===== src/rtl/fifo_uart_tx.sv =====
// fifo_uart_tx: pops bytes from an upstream byte FIFO and serialises each one
// as an 8N1 UART frame (start 0, eight data bits LSB first, stop 1).
// A FETCH cycle issues the pop and a LOAD cycle captures the returned byte,
// so back-to-back frames are separated by exactly two idle-high cycles.
module fifo_uart_tx #(
    parameter int CLKS_PER_BIT = 4,
    parameter int DATA_W       = 8
) (
    input  logic              clk,
    input  logic              rst,
    input  logic              tx_en,
    input  logic              fifo_empty,
    input  logic [DATA_W-1:0] fifo_data,
    output logic              fifo_rd_en,
    output logic              tx,
    output logic              busy,
    output logic              byte_done
);

    localparam int               CNT_W    = (CLKS_PER_BIT > 1) ? $clog2(CLKS_PER_BIT) : 1;
    localparam logic [CNT_W-1:0] CNT_LAST = CNT_W'(CLKS_PER_BIT - 1);
    localparam logic [CNT_W-1:0] CNT_ONE  = CNT_W'(1);
    localparam logic [2:0]       BIT_LAST = 3'd7;

    typedef enum logic [2:0] {
        S_IDLE  = 3'd0,
        S_FETCH = 3'd1,
        S_LOAD  = 3'd2,
        S_START = 3'd3,
        S_DATA  = 3'd4,
        S_STOP  = 3'd5
    } state_t;

    state_t            r_state;
    state_t            w_state_next;
    logic [CNT_W-1:0]  r_clk_cnt;
    logic [CNT_W-1:0]  w_clk_cnt_next;
    logic [2:0]        r_bit_idx;
    logic [2:0]        w_bit_idx_next;
    logic [DATA_W-1:0] r_shift;
    logic [DATA_W-1:0] w_shift_next;
    logic              r_tx;
    logic              w_tx_next;
    logic              r_byte_done;
    logic              w_byte_done_next;
    logic              w_bit_end;
    logic              w_can_start;

    // Last cycle of the current bit period, and permission to begin a new frame.
    assign w_bit_end   = (r_clk_cnt == CNT_LAST);
    assign w_can_start = tx_en & ~fifo_empty;

    // Next-state, counter, shift-register and next-tx decode.
    // tx is computed for the state being entered so the line flop changes on
    // the same edge as the state register.
    always_comb begin
        w_state_next     = r_state;
        w_clk_cnt_next   = r_clk_cnt;
        w_bit_idx_next   = r_bit_idx;
        w_shift_next     = r_shift;
        w_tx_next        = 1'b1;
        w_byte_done_next = 1'b0;
        case (r_state)
            S_IDLE: begin
                w_clk_cnt_next = '0;
                if (w_can_start) begin
                    w_state_next = S_FETCH;
                end else begin
                    w_state_next = S_IDLE;
                end
            end
            S_FETCH: begin
                w_state_next = S_LOAD;
            end
            S_LOAD: begin
                w_shift_next   = fifo_data;
                w_clk_cnt_next = '0;
                w_state_next   = S_START;
                w_tx_next      = 1'b0;
            end
            S_START: begin
                w_tx_next = 1'b0;
                if (w_bit_end) begin
                    w_state_next   = S_DATA;
                    w_clk_cnt_next = '0;
                    w_bit_idx_next = 3'd0;
                    w_tx_next      = r_shift[0];
                end else begin
                    w_clk_cnt_next = r_clk_cnt + CNT_ONE;
                end
            end
            S_DATA: begin
                w_tx_next = r_shift[0];
                if (w_bit_end) begin
                    w_clk_cnt_next = '0;
                    w_shift_next   = {1'b0, r_shift[DATA_W-1:1]};
                    if (r_bit_idx == BIT_LAST) begin
                        w_state_next = S_STOP;
                        w_tx_next    = 1'b1;
                    end else begin
                        w_bit_idx_next = r_bit_idx + 3'd1;
                        w_tx_next      = r_shift[1];
                    end
                end else begin
                    w_clk_cnt_next = r_clk_cnt + CNT_ONE;
                end
            end
            S_STOP: begin
                w_tx_next = 1'b1;
                if (w_bit_end) begin
                    w_clk_cnt_next   = '0;
                    w_byte_done_next = 1'b1;
                    if (w_can_start) begin
                        w_state_next = S_FETCH;
                    end else begin
                        w_state_next = S_IDLE;
                    end
                end else begin
                    w_clk_cnt_next = r_clk_cnt + CNT_ONE;
                end
            end
            default: begin
                w_state_next   = S_IDLE;
                w_clk_cnt_next = '0;
                w_bit_idx_next = 3'd0;
            end
        endcase
    end

    // State, counters, shift register and registered line/pulse outputs.
    always_ff @(posedge clk) begin
        if (rst) begin
            r_state     <= S_IDLE;
            r_clk_cnt   <= '0;
            r_bit_idx   <= 3'd0;
            r_shift     <= '0;
            r_tx        <= 1'b1;
            r_byte_done <= 1'b0;
        end else begin
            r_state     <= w_state_next;
            r_clk_cnt   <= w_clk_cnt_next;
            r_bit_idx   <= w_bit_idx_next;
            r_shift     <= w_shift_next;
            r_tx        <= w_tx_next;
            r_byte_done <= w_byte_done_next;
        end
    end

    // The pop request and busy flag are pure decodes of the state register.
    assign fifo_rd_en = (r_state == S_FETCH);
    assign busy       = (r_state != S_IDLE);
    assign tx         = r_tx;
    assign byte_done  = r_byte_done;

endmodule


===== config.mk =====
export PLATFORM = sky130hd
export DESIGN_NAME = fifo_uart_tx
export DESIGN_NICKNAME = d
export VERILOG_FILES = /design/src/rtl/fifo_uart_tx.sv
export SDC_FILE = /design/constraint.sdc
export NUM_CORES = 1
export LEC_CHECK = 0
export BUFFER_PORTS_ARGS = -buffer_cell sky130_fd_sc_hd__buf_2
export CAP_MARGIN = 15
export CORE_MARGIN = 2
export CORE_UTILIZATION = 55
export CTS_CLUSTER_DIAMETER = 40
export DETAILED_ROUTE_END_ITERATION = 12
export PLACE_DENSITY = 0.79
export SLEW_MARGIN = 5
export SYNTH_ARGS = -nofsm -noshare
export SYNTH_HDL_FRONTEND = slang
export SYNTH_SLANG_ARGS = --single-unit
export TNS_END_PERCENT = 20

===== constraint.sdc =====
create_clock -name clk -period 2.7 [get_ports clk]
set_input_delay 0.135 -clock clk [delete_from_list [all_inputs] [get_ports clk]]
set_output_delay 0.135 -clock clk [all_outputs]
set_load 0.05 [all_outputs]

Word-level counts from Yosys, hierarchy flattened
Index checks and enable logic that the tools add are counted.
{"block": "word_totals", "ff_bits": 18, "out_inout_bits": 4, "word_cells": 52, "inputBits": 12}
{"block": "op_classes", "eq_ne": 12, "muxes": 19, "n_reduce_logical": 9, "addsub": 2, "bitwise_logic": 4}
{"op": "$mux 3", "n": 7}
{"op": "$pmux 3 s6", "n": 1}
{"op": "$pmux 8 s2", "n": 1}
{"op": "$ne 2x2->1 const B", "n": 5}
{"op": "$eq 3x3->1 const B", "n": 3}
{"op": "$pmux 3 s3", "n": 1}
{"op": "$mux 8", "n": 1}
{"op": "$reduce_and 4->1", "n": 2}
{"op": "$eq 3x2->1 const B", "n": 2}
{"op": "$mux 1", "n": 5}
{"op": "$pmux 2 s2", "n": 1}
{"op": "$reduce_or 4->1", "n": 1}
{"op": "$add 3x1->3 const B", "n": 1}
{"op": "$eq 3x1->1 const B", "n": 1}
{"op": "$logic_not 3->1", "n": 1}
{"op": "$not 1->1", "n": 3}
{"op": "$pmux 1 s3", "n": 1}
{"op": "$reduce_bool 3->1", "n": 1}
{"op": "$reduce_or 3->1", "n": 1}
{"op": "$add 2x1->2 const B", "n": 1}
{"op": "$eq 2x2->1 const B", "n": 1}
{"op": "$mux 2", "n": 1}
{"op": "$reduce_and 2->1", "n": 1}
{"op": "$reduce_bool 2->1", "n": 1}
{"op": "2 further kinds", "n": 2}

Longest topological paths before layout
Gate-level depths: netlist (run 1).
{"block": "depth", "ltp_word": 5, "mapped_depth": 5, "mapped_depth_nobuf": 5}

Worst setup path after synthesis (run 1)
Ideal clock, no wire load.
{"block": "synth_timing", "kind": "flip-flop to flip-flop", "start": "reg r_state[0]", "end": "reg r_state[0]", "arrival_ns": 1.284, "setup_ns": 0.162, "setup_slack_ns": 1.254, "path_stages_with_launch": 5, "t_required_ns": 2.538, "n_path_buf": 1, "synth_period_minus_slack_ns": 1.446, "cell_sequence": "dfxtp_1 > buf_6 > nand2b_1 > nor2_1 > nor4bb_1"}
{"block": "synth_between", "elab_cells_between_ends": 12, "cone_classes": "eq/ne: 9; mux: 1; reduce/logical: 2"}
{"element": "from (decl)", "line": "34", "source": "state_t r_state;"}
{"element": "from (signal assigned)", "line": "140", "source": "r_state <= w_state_next;"}
{"element": "$eq 3x1->1"}
{"element": "named net fifo_rd_en", "line": "14", "source": "output logic fifo_rd_en,"}
{"element": "$pmux 3 s6", "line": "63", "source": "case (r_state)"}
The timed path passes the listed nets, and every way through them passes these cells.
A chain may end at the register's enable or synchronous reset.

Worst setup path in the final report (run 1)
{"block": "layout_timing", "start": "reg r_state[0]", "end": "out fifo_rd_en"}
{"block": "layout_between", "elab_chain_cells": 1}
{"element": "$eq 3x1->1", "line": "150", "source": "assign fifo_rd_en = (r_state == S_FETCH);"}
{"element": "to (decl)", "line": "14"}
No other way between the ends.

==> summary.txt, run 1 <==
Clock tree
  • Clk_lat worst skew: roughly 280 ps
  • # resized after CTS: 0
  • Postcts setup bufs: 0
  • Reg clk slew, reported paths: about 90 ps
  • CTS tree: done
  • Clk buf depth: 2
  • Post-CTS Hold Buffers: 0
  • Num CTS Buffers: 3
  • H-tree levels: 1
  • Clk sink count: 18
  • Clock Root Buffer: clkbuf_4

STA
  • Min cycle time layout: ~1800 ps
  • Final Skew: between 3 and 4 ps
  • Final period utilization: 0.6556
  • Final WS setup: 929.8 ps
  • Final hold violations: 0
  • Max Fclk: roughly 560 MHz
  • Slew HR: 0.5576
  • Max-slew violation count: 0
  • Fin Setup TNS: 0 ps
  • Worst slew pin tran: 662.7 ps
  • WHS: around 80 ps
  • RSZ-0062 raised after global routing: false
  • Setup-failing EPs final: 0

Setup path
  • Crit-path max FO: 19
  • Reg-to-Reg End: tx
  • Worst path top cell family by delay: flip-flops
  • Startpoint Class: flop
  • Cell Chain, Critical Path: nand2b_1 > nor2_1 > buf_2
  • Critical Path Max Stage Delay: 760 ps
  • WP buf/inv: 1
  • CP max-delay cell: dfxtp_1
  • Worst EP required: 2570 ps
  • Worst reg2reg path startpoint: r_state[0]
  • Reg2Reg Setup Slack: 1010 ps
  • FF-to-FF path depth: 3
  • Crit end category: output port
  • Crit path DAT: 1640 ps
  • Critical path depth: 3
  • Crit path kind: reg2out

Drt
  • Routed len/inst: about 15 um
  • Drt drc: 0
  • Vias: roughly 750
  • Routed Antenna Nets: 0
  • WL final: 1696 um
  • Max Used Layer: met4
  • Wire length on met3: 91 um
  • Routed vias/inst: approximately 6.5
  • WL met2: approximately 800 um
  • Met1 wire length: approximately 800 um
  • First-pass DRT Iterations: 4
  • DR iter-0 viols: 24

Synth
  • Seq cells post-synth: 18
  • Fraction of registers with async set/reset: 0
  • EDFF count, synth: 0
  • Syn Area/Cell: a little over 10 sq um
  • Seq/Total Area, Yosys: 0.3945
  • Synth unique cells: 35
  • Syn nets: 103
  • Top_reg_cell synth: dfxtp_1
  • Cell Area, Synth: between 900 and 1000 sq um
  • Yosys warns: 0
  • Post-Synthesis Cells: roughly 90

Layout
  • Nets: 116
  • Final core utilization: 0.6445
  • Most frequent cells in the layout: dfxtp_1 (18), buf_2 (15), nor2_1 (7), o221a_2 (7), o32a_1 (5)
  • Commonest non-fill, non-tap cell in the layout: dfxtp_1
  • Antenna cells: 0
  • Share of layout cells above drive strength 1: 0.3333
  • Synth-to-Final Area Change: 7.534%
  • Seq. cell area: approximately 360 sq um
  • Multi-input logic area: 489.2 sq um
  • # fillers: between 100 and 150

Die
  • Die Span Y: 44.75 um
  • Num ports: 16
  • Die area: about 2000 sq um
  • Area of the core: ~1500 sq um
  • Starting Density: 0.5993
  • Die X: around 45 um
  • Std-Cell Rows: 14

Job
  • Max-Cap Viols: 0

GRT
  • Vias in the first global route: about 660
  • All-Layer GR Usage: 0.1920
  • Largest net degree at the start of global routing: 20
  • Grt ovf: 0
  • Initial antenna violation count: 0
  • First-pass GRT wire length: between 2000 and 3000 um

Worst hold path
  • Hold path depth: 3
  • Hold_sp: fifo_data[7]
  • Hold Path End: r_shift[7]
  • Min-delay worst type: in2reg

Outcome
  • Status: finished, final reports clean

Pwr
  • Leakage: 0.3965 nW
  • Power Dens Cells: about 500 nW/um^2
  • VDD IR max: 331.6 uV

Place
  • HPWL Detailed: around 1200 um
  • Input/output buffers: 15
  • Routability Congestion: around 0.8
  • Pre-CTS WS: 1057 ps
==> report_power, final <==
group | total [mW] | leakage (nW) | internal [mW] | switching [mW]
combinational | 0.0706 | 0.236 | 0.0313 | 0.0392
sequential | 0.295 | 0.146 | 0.278 | 0.0173
clock | 0.123 | 0.0138 | 0.0517 | 0.0712
total | 0.489 | 0.397 | 0.361 | 0.128
==> sequential cells by signal, indices dropped and copies added (netlist names) <==
signal     count
r_shift        8
r_bit_idx      3
r_state        3
r_clk_cnt      2
byte_done      1
tx             1
==> tightest hold or removal path, stage by stage <==
cell,delay [ps]
buf_2,70
nand3_1,50
o21ai_0,70
==> worst max-delay path by stage <==
stage	slack, ps	to	from
CTS	960	fifo_rd_en	r_state[0]
finish	930	fifo_rd_en	r_state[0]
detailed placement	1060	tx	r_state[0]
floorplan	1250	r_state[0]	r_state[0]
global placement	1080	tx	r_state[0]
global route	830	fifo_rd_en	r_state[0]
==> stage by stage <==
| stage | power [mW] | area (sq um) | cells |
|---|---|---|---|
| floorplan | 0.3545 | 913.4 | 88 |
| global placement | 0.3705 | 959.7 | 112 |
| detailed placement | 0.3715 | 959.7 | 112 |
| CTS | 0.4963 | 982.2 | 115 |
| global route | 0.5158 | 982.2 | 115 |
| finish | 0.4889 | 982.2 | 115 |
==> metal layers <==
metal / track usage / vias to the layer above
met5: 0 / -
met4: 0.03636 / 0
met3: 0.06000 / 2
met2: 0.3043 / 27
met1: 0.2588 / 348
li1: - / 370
==> logic make-up after synthesis <==
group,after synthesis,share of synthesized area
AO/OA/AOI/OAI,30,0.3041
AND/OR/NAND/NOR,23,0.1548
buffers and inverters,11,0.06985
adder cells (fa/ha/maj),3,0.04110
flip-flops,18,0.3945
multiplexers,3,0.03562
==> cell usage after synthesis, types with 3 or more instances <==
master | count | share of area
dfxtp_1 | 18 | 0.39
o221a_2 | 7 | 0.086
inv_1 | 4 | 0.016
nor2_1 | 7 | 0.029
o21ai_0 | 3 | 0.016
ha_1 | 3 | 0.041
o32a_1 | 5 | 0.055
buf_2 | 3 | 0.016
==> area by class of cell <==
type	instances	share of cell area
Timing Repair Buffer	15	0.07643
Sequential cell	18	0.3669
Multi-Input combinational cell	59	0.4981
Tap cell	16	0.02038
Clock buffer	3	0.02293
Inverter	4	0.01529
Power figures use the tool's default switching activity.
==> inputs of run 2 (changes only) <==
--- a/config.mk
+++ b/config.mk
@@ -8,10 +8,10 @@
 export BUFFER_PORTS_ARGS = -buffer_cell sky130_fd_sc_hd__buf_2
 export CAP_MARGIN = 15
 export CORE_MARGIN = 2
-export CORE_UTILIZATION = 55
+export CORE_UTILIZATION = 53
 export CTS_CLUSTER_DIAMETER = 40
 export DETAILED_ROUTE_END_ITERATION = 12
-export PLACE_DENSITY = 0.79
+export PLACE_DENSITY = 0.76
 export SLEW_MARGIN = 5
 export SYNTH_ARGS = -nofsm -noshare
 export SYNTH_HDL_FRONTEND = slang
==> constraint.sdc (replaced) <==
create_clock -name clk -period 1.73 [get_ports clk]
set_input_delay 0.0865 -clock clk [delete_from_list [all_inputs] [get_ports clk]]
set_output_delay 0.0865 -clock clk [all_outputs]
set_load 0.05 [all_outputs]
==> run 2 against run 1 <==
Compared with the run above:
- core utilization is 0.88 points higher
- critical path type is now reg2reg
- die area is 3.4% higher
- register-to-register slack worse by 890 ps
- sequential cell count stayed put
- non-clock buffer count is 3 higher
- combinational power is 76% higher
- worst hold slack worse by 56 ps
- cell count is 3.5% higher
- via count is 2.1% higher
==> summary.txt, run 2 (synthesis results as in run 1) <==
Setup path
  • Startpoint Class: flop
  • Crit path DAT: 1850 ps (+210 ps)
  • Crit end category: flop
  • Reg-to-Reg End: r_bit_idx[0]
  • FF-to-FF path depth: 4 (+1)
  • Worst EP required: 1970 ps (-600 ps)
  • Reg2Reg Setup Slack: 120 ps (-890 ps)
  • Crit path kind: reg2reg
  • Critical Path Source: r_clk_cnt[0]
  • Crit-path max FO: 9 (-10)
  • Worst reg2reg path startpoint: r_clk_cnt[0]

Layout
  • # fillers: 129 (+0.78%)
  • Commonest non-fill, non-tap cell in the layout: dfxtp_1
  • Share of layout cells above drive strength 1: 0.3592 (+0.02589)
  • Largest register FFs: 8 (unchanged)
  • Most frequent cells in the layout: dfxtp_1 (18), buf_2 (15), nor2_1 (7), o221a_2 (7), o32a_1 (5)
  • Seq. cell area: 360.3 sq um (unchanged)
  • Antenna cells: 0 (unchanged)
  • Final core utilization: 0.6533 (+0.008792)
  • Final instance area: 1018 sq um (+3.7%)
  • Non-Filler Instances: 119 (+3.5%)
  • Top Registers: r_shift (8), r_bit_idx (3), r_state (3)
  • Synth-to-Final Area Change: 11.51%
  • Multi-input logic area: 489.2 sq um (unchanged)
  • Nets: 119 (+2.6%)
  • Top reg by flops: r_shift

Die
  • Die Span Y: 45.52 um (+1.7%)
  • Num ports: 16 (unchanged)
  • Starting Density: 0.5859 (-0.01347)
  • Area of the core: 1559 sq um (+2.3%)
  • Die area: 2072 sq um (+3.4%)
  • Std-Cell Rows: 14 (unchanged)
  • Die X: 45.52 um (+1.7%)

Place
  • Placed insts: 115 (+2.7%)
  • Input/output buffers: 15 (unchanged)
  • HPWL Detailed: 1373 um (+11%)
  • Pre-CTS WS: 202.2 ps (-854.4 ps)
  • Placed inst area: 982.2 sq um (+2.3%)
  • Routability Congestion: 0.8084 (-0.96%)

Worst hold path
  • Min-delay worst type: in2reg
  • Hold path depth: 3 (unchanged)
  • Hold_sp: fifo_data[7]
  • Hold Path End: r_shift[7]

STA
  • Fin Setup TNS: 0 ps (unchanged)
  • Final Skew: 6.032 ps (+2.675 ps)
  • Max Fclk: ~620 MHz
  • Final period utilization: 0.9300
  • Min cycle time layout: 1609 ps
  • Setup-failing EPs final: 0 (unchanged)
  • WHS: 25.71 ps (-56.49 ps)
  • RSZ-0062 raised after global routing: false
  • Max-slew violation count: 0 (unchanged)
  • Worst slew pin tran: 403.6 ps (-259.1 ps)
  • Final hold violations: 0 (unchanged)
  • Final WS setup: 121.1 ps (-808.7 ps)
  • Slew HR: 0.7302 (+0.1726)

Pwr
  • NetSw: 0.2179 mW (+71%)
  • Total power draw: 0.8336 mW (+71%)
  • Power Dens Cells: 818.5 nW/um^2 (+64%)
  • Logic gate share of total power: 0.148 (+0.004)
  • Leakage: 0.4197 nW (+5.8%)
  • Net Sw Frac: 0.2614 (+0.0002754)
  • Sequential Power Share: 0.546 (-0.058)
  • Clock network fraction of design power: 0.305 (+0.054)
  • VDD IR max: 658.5 uV (+99%)
  • Pint: 0.6157 mW (+70%)

Drt
  • WL final: 1851 um (+9.1%)
  • DR iter-0 viols: 19 (-21%)
  • First-pass DRT Iterations: 4 (unchanged)
  • Routed len/inst: 15.55 um (+5.5%)
  • Routed Antenna Nets: 0 (unchanged)
  • Vias: 763 (+2.1%)
  • Routed vias/inst: 6.412 (-1.3%)
  • Drt drc: 0 (unchanged)

GRT
  • Initial antenna violation count: 0 (unchanged)
  • First-pass GRT wire length: 3008 um (+4.3%)
  • All-Layer GR Usage: 0.2054 (+0.01345)
  • Largest net degree at the start of global routing: 13 (-35%)
  • Grt ovf: 0 (unchanged)
  • Vias in the first global route: 684 (+4.3%)

Clock tree
  • Clk buf depth: 2 (unchanged)
  • Clock Root Buffer: clkbuf_4
  • Num CTS Buffers: 3 (unchanged)
  • Post-CTS Hold Buffers: 0 (unchanged)
  • CTS tree: done
  • # resized after CTS: 0 (unchanged)
  • Clk sink count: 18 (unchanged)
  • Reg clk slew, reported paths: 90 ps (about the same)
  • Clk_lat worst skew: 290 ps (about the same)
  • H-tree levels: 1 (unchanged)
  • Postcts setup bufs: 0 (unchanged)

Job
  • Max-Cap Viols: 0 (unchanged)

Outcome
  • Status: finished, final reports clean
## run 2: cell count changes in the layout (fill, tap and decap cells not counted)
cell,before,now
buf_4,0,3
clkbuf_8,0,1
## run 2: routing by layer
layer,wire length (um),global-route usage
met5,0,0
met4,10,0.05294
met3,111,0.07540
met2,853,0.3127
met1,874,0.2732
## run 2: critical path: stages (launching register included)
cell and delay (ps):
dfxtp_1 360, ha_1 350, nand2_2 180, nor4b_2 450, mux2_2 230
## run 2: how the worst max path moves through the flow
| stage | to | slack, ps | cells past startpoint |
|---|---|---|---|
| floorplan | r_state[0] | 280 | 4 |
| global placement | r_shift[1] | 240 | 3 |
| detailed placement | r_bit_idx[0] | 200 | 4 |
| CTS | fifo_rd_en | 120 | 4 |
| global route | fifo_rd_en | 40 | 4 |
| finish | r_bit_idx[0] | 120 | 4 |
## run 2: cell type report
| class | instances | share of cell area |
|---|---|---|
| multi-input combinational | 59 | 0.4803 |
| sequential | 18 | 0.3538 |
| timing repair buffer | 18 | 0.09582 |
| clock buffer | 4 | 0.03563 |
| tap | 16 | 0.01966 |
| inverter | 4 | 0.01474 |
## run 2: power by group through the flow
stage                     logic (mW)  clock network, mW  registers [mW]
after floorplan               0.0965                  0           0.457
after global placement         0.121                  0           0.464
after detailed placement       0.124                  0           0.464
after CTS                      0.124              0.264           0.455
after global routing           0.134              0.284           0.457
final                          0.124              0.255           0.455
==> inputs of run 3 (changes only) <==
--- a/config.mk
+++ b/config.mk
@@ -7,11 +7,13 @@
 export LEC_CHECK = 0
 export BUFFER_PORTS_ARGS = -buffer_cell sky130_fd_sc_hd__buf_2
 export CAP_MARGIN = 15
+export CELL_PAD_IN_SITES_DETAIL_PLACEMENT = 1
+export CELL_PAD_IN_SITES_GLOBAL_PLACEMENT = 2
 export CORE_MARGIN = 2
-export CORE_UTILIZATION = 53
+export CORE_UTILIZATION = 34
 export CTS_CLUSTER_DIAMETER = 40
 export DETAILED_ROUTE_END_ITERATION = 12
-export PLACE_DENSITY = 0.76
+export PLACE_DENSITY_LB_ADDON = 0.1
 export SLEW_MARGIN = 5
 export SYNTH_ARGS = -nofsm -noshare
 export SYNTH_HDL_FRONTEND = slang
==> run 3 against run 2 <==
Compared with the run above:
- sequential cell count is the same
- sequential power is essentially flat
- combinational power grew 8%
- core utilization shrank 23 points
- worst hold slack lost 21 ps
- critical path type is now reg2out
==> summary.txt, run 3 (synthesis results as in run 1) <==
Clock tree
  • Reg clk slew, reported paths: 110 ps (+20 ps)
  • Clk sink count: 18 (unchanged)
  • Clk_lat worst skew: 300 ps (about the same)
  • # resized after CTS: 0 (unchanged)
  • Postcts setup bufs: 0 (unchanged)
  • Clock Root Buffer: clkbuf_4
  • CTS tree: done
  • Clk buf depth: 2 (unchanged)
  • Num CTS Buffers: 3 (unchanged)
  • H-tree levels: 1 (unchanged)
  • Post-CTS Hold Buffers: 0 (unchanged)

Setup path
  • Crit path capture: fifo_rd_en
  • FF-to-FF path depth: 4 (unchanged)
  • Worst reg2reg path startpoint: r_clk_cnt[0]
  • Crit path DAT: 1510 ps (-340 ps)
  • Crit-path max FO: 7 (-2)
  • Critical Path Source: r_state[0]
  • Crit end category: output port
  • Startpoint Class: flop
  • Reg-to-Reg End: r_shift[1]
  • Worst EP required: 1640 ps (-330 ps)
  • Reg2Reg Setup Slack: 180 ps (+60 ps)
  • Crit path kind: reg2out

Drt
  • Met1 wire length: 1107 um (+27%)
  • Routed vias/inst: 5.625 (-12%)
  • WL met2: 979 um (+15%)
  • Vias: 765 (+0.26%)
  • WL final: 2191 um (+18%)
  • Drt drc: 0 (unchanged)
  • Wire length on met3: 89 um (-20%)
  • Routed len/inst: 16.11 um (+3.6%)
  • First-pass DRT Iterations: 4 (unchanged)
  • Routed Antenna Nets: 0 (unchanged)
  • DR iter-0 viols: 20 (+1)
  • Max Used Layer: met4

GRT
  • Vias in the first global route: 733 (+7.2%)
  • Initial antenna violation count: 0 (unchanged)
  • Grt ovf: 0 (unchanged)
  • Largest net degree at the start of global routing: 12 (-1)
  • All-Layer GR Usage: 0.1466 (-0.05881)
  • First-pass GRT wire length: 3594 um (+19%)

STA
  • Fin Setup TNS: 0 ps (unchanged)
  • WHS: 5.184 ps (-20.52 ps)
  • Min cycle time layout: 1592 ps (-17.16 ps)
  • Setup-failing EPs final: 0 (unchanged)
  • Max Fclk: 628.2 MHz (+1.1%)
  • Worst slew pin tran: 400.2 ps (-3.444 ps)
  • RSZ-0062 raised after global routing: false
  • Final hold violations: 0 (unchanged)
  • Slew HR: 0.7332 (+0.003000)
  • Final Skew: 3.379 ps (-2.653 ps)
  • Max-slew violation count: 0 (unchanged)
  • Final period utilization: 0.9201 (-0.009920)

Worst hold path
  • Hold_sp: fifo_data[7]
  • Min-delay worst type: in2reg

Layout
  • Antenna cells: 0 (unchanged)
  • Share of layout cells above drive strength 1: 0.3774 (+0.01814)
  • # fillers: 304 (+140%)
  • Synth-to-Final Area Change: 15.89%
  • Nets: 122 (+2.5%)
  • Top Registers: r_shift (8), r_bit_idx (3), r_state (3)
  • Commonest non-fill, non-tap cell in the layout: dfxtp_1
  • Top reg by flops: r_shift
  • Most frequent cells in the layout: dfxtp_1 (18), buf_2 (15), nor2_1 (7), o221a_2 (7), buf_4 (6)
  • Final core utilization: 0.4196 (-0.2336)
  • Largest register FFs: 8 (unchanged)

Die
  • Num ports: 16 (unchanged)
  • Die X: 55.83 um (+23%)
  • Die Span Y: 55.83 um (+23%)
  • Starting Density: 0.3621 (-0.2238)
  • Std-Cell Rows: 18 (+4)
  • Area of the core: 2522 sq um (+62%)
  • Die area: 3117 sq um (+50%)

Place
  • HPWL Detailed: 1638 um (+19%)
  • Routability Congestion: 0.6808 (-16%)
  • Input/output buffers: 15 (unchanged)

Outcome
  • Status: finished, final reports clean

Pwr
  • Total power draw: 0.8559 mW (+2.7%)
  • Leakage: 0.4357 nW (+3.8%)
  • Power Dens Cells: 808.6 nW/um^2 (-1.2%)
  • VDD IR max: 496.7 uV (-25%)

Job
  • Max-Cap Viols: 0 (unchanged)
## run 3: final cells by class
class / instances / area [sq um] / area share
clock buffers: 4 / 36.28 / 0.03428
inverters: 4 / 15.01 / 0.01418
multi-input cells: 59 / 489.2 / 0.4622
flip-flops and latches: 18 / 360.3 / 0.3404
well taps: 30 / 37.54 / 0.03546
repair buffers: 21 / 120.1 / 0.1135
## run 3: worst min-delay path by stage
stage | end | slack [ps] | cells after the start
floorplan | r_shift[7] | 220 | 2
global placement | r_shift[7] | 320 | 3
detailed placement | r_shift[7] | 320 | 3
CTS | r_shift[7] | 8 | 3
global route | r_shift[7] | 20 | 3
finish | r_shift[7] | 5 | 3
## run 3: stage by stage
step | cell area (sq um) | setup WS [ps] | std cells
finish | 1059 | 138.2 | 136
global route | 1059 | 5.593 | 136
CTS | 1059 | 104.2 | 136
detailed placement | 1022 | 195.6 | 132
global placement | 1022 | 226.0 | 132
floorplan | 913.4 | 284.3 | 88
## run 3: routing by layer
metal,vias to the layer above,global-route usage
li1,381,-
met1,367,0.2031
met2,15,0.2228
met3,2,0.04186
met4,0,0.04082
met5,-,0
## run 3: critical path, stage by stage (launching register included)
cell and delay [ps]:
dfxtp_1 480, buf_4 220, nand2b_1 90, nor2_1 130, buf_2 280
## run 3: report_power, final
part	total [mW]	internal (mW)	switching [mW]
Clock	0.269	0.128	0.141
Combinational	0.134	0.0575	0.0766
Sequential	0.452	0.434	0.0179
